$ cat src/rtl/systolic_feeder.sv
// Operand feeder for an N x N systolic array: buffers N A-columns / B-rows,
// then streams them with a one-cycle-per-lane skew, followed by a drain interval.
module systolic_feeder #(
    parameter int data_size = 8,
    parameter int N         = 4
) (
    input  logic                   clk,
    input  logic                   reset,
    input  logic                   in_valid,
    output logic                   in_ready,
    input  logic [N*data_size-1:0] in_a_vec,
    input  logic [N*data_size-1:0] in_b_vec,
    output logic [N*data_size-1:0] out_a,
    output logic [N*data_size-1:0] out_b,
    output logic                   out_clear,
    output logic                   out_busy,
    output logic                   out_done
);

    localparam int KW = $clog2(N);
    localparam int SW = $clog2(3*N-2);

    localparam logic [1:0] LOAD   = 2'd0;
    localparam logic [1:0] CLEAR  = 2'd1;
    localparam logic [1:0] STREAM = 2'd2;
    localparam logic [1:0] DONE   = 2'd3;

    localparam logic [KW-1:0] LAST_BEAT = KW'(N-1);
    localparam logic [SW-1:0] LAST_STEP = SW'(3*N-3);

    typedef logic [N-1:0][data_size-1:0] vec_t;

    vec_t          a_buf [N];
    vec_t          b_buf [N];
    vec_t          in_a, in_b;
    vec_t          a_nxt, b_nxt;
    vec_t          a_q, b_q;
    logic [1:0]    state;
    logic [KW-1:0] beat;
    logic [SW-1:0] step;
    logic [SW-1:0] nxt_step;
    logic          accept;

    assign in_a   = in_a_vec;
    assign in_b   = in_b_vec;
    assign out_a  = a_q;
    assign out_b  = b_q;
    assign accept = in_ready && in_valid;

    // Step the registers will present next: step 0 leaves CLEAR, then s+1.
    assign nxt_step = (state == CLEAR) ? '0 : step + SW'(1);

    // Lane i shows slot (s-i); steps outside every lane's window fall to zero,
    // which also covers the drain interval.
    always_comb begin
        a_nxt = '0;
        b_nxt = '0;
        for (int i = 0; i < N; i++) begin
            for (int k = 0; k < N; k++) begin
                if (nxt_step == SW'(i + k)) begin
                    a_nxt[i] = a_buf[k][i];
                    b_nxt[i] = b_buf[k][i];
                end
            end
        end
    end

    // Operand storage carries no reset; the beat counter alone defines validity.
    always_ff @(posedge clk) begin
        if (reset && accept) begin
            a_buf[beat] <= in_a;
            b_buf[beat] <= in_b;
        end
    end

    always_ff @(posedge clk) begin
        if (!reset) begin
            state     <= LOAD;
            beat      <= '0;
            step      <= '0;
            a_q       <= '0;
            b_q       <= '0;
            out_clear <= 1'b0;
            out_busy  <= 1'b0;
            out_done  <= 1'b0;
            in_ready  <= 1'b1;
        end else begin
            out_clear <= 1'b0;
            out_done  <= 1'b0;
            a_q       <= '0;
            b_q       <= '0;
            case (state)
                LOAD: begin
                    if (accept) begin
                        if (beat == LAST_BEAT) begin
                            beat      <= '0;
                            state     <= CLEAR;
                            out_clear <= 1'b1;
                            out_busy  <= 1'b1;
                            in_ready  <= 1'b0;
                        end else begin
                            beat <= beat + KW'(1);
                        end
                    end
                end
                CLEAR: begin
                    state <= STREAM;
                    step  <= nxt_step;
                    a_q   <= a_nxt;
                    b_q   <= b_nxt;
                end
                STREAM: begin
                    if (step == LAST_STEP) begin
                        state    <= DONE;
                        step     <= '0;
                        out_done <= 1'b1;
                    end else begin
                        step <= nxt_step;
                        a_q  <= a_nxt;
                        b_q  <= b_nxt;
                    end
                end
                default: begin
                    state    <= LOAD;
                    out_busy <= 1'b0;
                    in_ready <= 1'b1;
                end
            endcase
        end
    end

endmodule

$ cat config.mk
export PLATFORM = sky130hd
export DESIGN_NAME = systolic_feeder
export DESIGN_NICKNAME = d
export VERILOG_FILES = /design/src/rtl/systolic_feeder.sv
export SDC_FILE = /design/constraint.sdc
export NUM_CORES = 1
export LEC_CHECK = 0
export ABC_AREA = 0
export BUFFER_PORTS_ARGS = -buffer_cell sky130_fd_sc_hd__buf_4
export CORE_ASPECT_RATIO = 0.7
export CORE_MARGIN = 8
export CORE_UTILIZATION = 58
export CTS_CLUSTER_DIAMETER = 50
export CTS_CLUSTER_SIZE = 8
export DETAILED_ROUTE_END_ITERATION = 6
export PLACE_DENSITY = 0.9
export SLEW_MARGIN = 20
export SYNTH_ARGS = -nofsm -noshare
export SYNTH_HDL_FRONTEND = slang
export SYNTH_SLANG_ARGS = --single-unit
$ cat constraint.sdc
create_clock -name clk -period 3 [get_ports clk]
set_input_delay 0.45 -clock clk [delete_from_list [all_inputs] [get_ports clk]]
set_output_delay 0.45 -clock clk [all_outputs]
set_load 0.05 [all_outputs]
==> flow_metrics.tcl <==
set metrics [dict create \
    cts_tree "built" \
    place_inst 1212 \
    report.final.slew_viol_count 0 \
    grt_pass1_vias 8012 \
    cts_max_path_buffers 3 \
    synth_edf_count 256 \
    dieArea_um2 26600 \
    cts_num_sinks 332 \
    initial_core_util_pct 58.4 \
    syn_area_per_cell_um2 15.0 \
    wl_per_cell_um 22.3 \
    cts-root-buf "clkbuf_16" \
    htreeDepth 2 \
    crit_arrival_ps 3120 \
    crit_type "flop to flop" \
    synth.distinct_cells 51 \
    min_period_ps 2720 \
    synthesis.area_um2 12500 \
    rrSetupSlack_ps 280 \
    drive_gt1_share_pct 24.0 \
    tns_ps 0 \
    antenna_left 0 \
    worstHoldPathType "input pin to flop" \
    drtIter0Drc 817 \
    drv_cap 0 \
    vias 7785 \
    synth_seq_cells 332 \
    fin_worst_skew_ps 10.2 \
    place_congestion 0.732 \
    clk_pin_slew_worst_paths_ps 50 \
    ys_seq_area_share_pct 73.7 \
    n_antenna_cell 0 \
    relSlewSlack_pct 27.8 \
    ys_async_sr_fraction_pct 0 \
    worst_slew_pin_slew_ps 1080 \
    leakage_nw 5.37 \
    synth_ff_type "edfxtp_1" \
    power.density_nw_per_um2 827 \
    min_period_over_period_pct 90.8 \
    coreArea_um2 21400 \
    grt-ovfl-total 0 \
    hpwl_um 16200 \
    setup_violations 0 \
    io_pins 135 \
    grt_max_degree 71 \
    crit_required_ps 3400 \
    area_growth_pct 21.8 \
    ys_warn_count 0 \
    fmax_mhz 367 \
    port_buffers 134 \
    cts_hold_buf 0 \
    wl_um 28900 \
    fill_cells 1371 \
    numCtsBuffers 47 \
    drt_first_pass_iters 5 \
    grt_pass1_wl_um 44700 \
    syn_nets 908 \
    cts.repair.resized 0 \
    syn_inst 831 \
    crit_path_end_kind "flop" \
    grtUsageTotal_pct 21.3 \
    hold_viol 0 \
    ir_drop_mv 0.615 \
    rsz0062_at_grt "false" \
    vias_per_cell 6.00 \
    nets 1056 \
    rows 45 \
    drcViolationCount 0 \
    antenna_found_initial 0 \
    clk_latency_ps 520 \
    worstPathMaxFanout 32 \
    status "complete, no violations" \
    critPathLaunchType "flop" \
    stdcell_count 1298 \
    fp.dieH_um 139 \
    die_x_um 191 \
    postCtsSetupBuffers 0 \
]
## layer usage
metal	share of wire [%]	routed length, µm	track usage, %	vias up
li1	-	-	-	3511
met1	41	12000	28.2	3835
met2	48	13900	34.8	389
met3	8.8	2550	5.25	50
met4	1.6	474	5.90	0
met5	0	0	0	-
## final cells by class
class                           count  area [µm²]  area share [%]
Clock inverter                      1        30.0           0.197
Tap cell                          282         353            2.32
Multi-Input combinational cell    402        2890            19.0
Clock buffer                       85        1360            8.95
Sequential cell                   332        9210            60.6
Timing Repair Buffer              155        1210            7.98
Inverter                           41         154            1.01
## synthesized netlist by cell type, types with 2 or more instances
cell         n  share of area [%]
inv_1       41                1.2
buf_4        3               0.18
o221ai_1    16                1.1
nand3_1      4               0.16
a22oi_2      2               0.20
nor2_1      46                1.4
mux2i_1     19                1.5
a211oi_2    10                1.0
nor3_1      34                1.4
a31oi_1     17               0.85
buf_6        3               0.27
nand3b_1     3               0.18
a21oi_1     18               0.72
nor4b_1      6               0.42
nand2_1     22               0.66
nor4b_2     10                1.2
nor4_1      16               0.80
a32oi_1     16                1.1
edfxtp_1   256                 62
a211oi_1     6               0.36
and2_1       5               0.25
nor2b_1      2               0.10
ha_1        10                1.0
o22ai_1     17               0.85
clkbuf_1    35                1.1
o21ai_0     17               0.68
buf_2       15               0.60
a2bb2oi_1   33                2.3
dfxtp_1     76                 12
nand2b_1    36                1.8
or2_2        2               0.10
and3_1       2               0.10
a22oi_1     15               0.90
## cell families (layout without fill, tap and decap cells)
logic type	after synthesis	in the layout	synth area share (%)
compound gates	176	176	11.2
flops	332	332	73.7
buf+inv	97	282	3.34
fa+ha+maj	10	10	1.00
xor+xnor	1	1	0.0701
simple gates	195	195	9.08
mux	20	20	1.61
## state kept, by name, summed over array words and instances, names as in the netlist
signal	flops
a_buf	128
b_buf	128
out_a	32
out_b	32
step	4
beat	2
state	2
in_ready	1
out_busy	1
out_clear	1
out_done	1
## power breakdown
group          switching, W  leakage [nW]  internal (W)  total, W
logic               0.00158          1.77      0.000853   0.00243
registers         0.0000655          2.94       0.00516   0.00523
clock network       0.00181         0.660       0.00311   0.00491
## worst paths after layout
kind	cells past startpoint	end	from
worst max register to register	7	out_a[5]	step[0]
worst max-delay path	7	out_a[5]	step[0]
worst min-delay path	1	a_buf[2][10]	in_a_vec[10]
worst min register to register	2	out_b[25]	b_buf[3][25]
## cells in the final DEF (no fill, tap or decap), drive strengths merged, types with 17 or more instances in the layout
cell	synthesis	layout
edfxtp	256	256
buf	21	155
clkbuf	35	85
dfxtp	76	76
nor2	46	46
inv	41	41
nand2b	36	36
nor3	35	35
a2bb2oi	33	33
nand2	22	22
mux2i	19	19
a21oi	19	19
o21ai	17	17
a31oi	17	17
o22ai	17	17
a22oi	17	17
## through the flow
| stage | utilization, % | hold WS, ps | setup WS (ps) | total power, W | instance area [µm²] |
|---|---|---|---|---|---|
| 4_1_cts | 71.1 | 111 | 279 | 0.0126 | 15200 |
| 5_1_grt | 71.1 | 113 | 151 | 0.0130 | 15200 |
| 6_report | 71.1 | 127 | 276 | 0.0126 | 15200 |
| 3_5_place_dp | 64.6 | 504 | 391 | 0.00768 | 13800 |
| 2_1_floorplan | - | 483 | 78.0 | 0.00700 | 12500 |
| 3_3_place_gp | 64.6 | 492 | 523 | 0.00755 | 13800 |
## worst max-delay path, cell delays in order (launching register included)
cell      delay [ps]
dfxtp_4          340
buf_4            340
ha_2             380
nor2b_1          140
buf_4            210
nand2_1          520
o221ai_1         290
nor4b_1          360
Power figures use the tool's default switching activity.
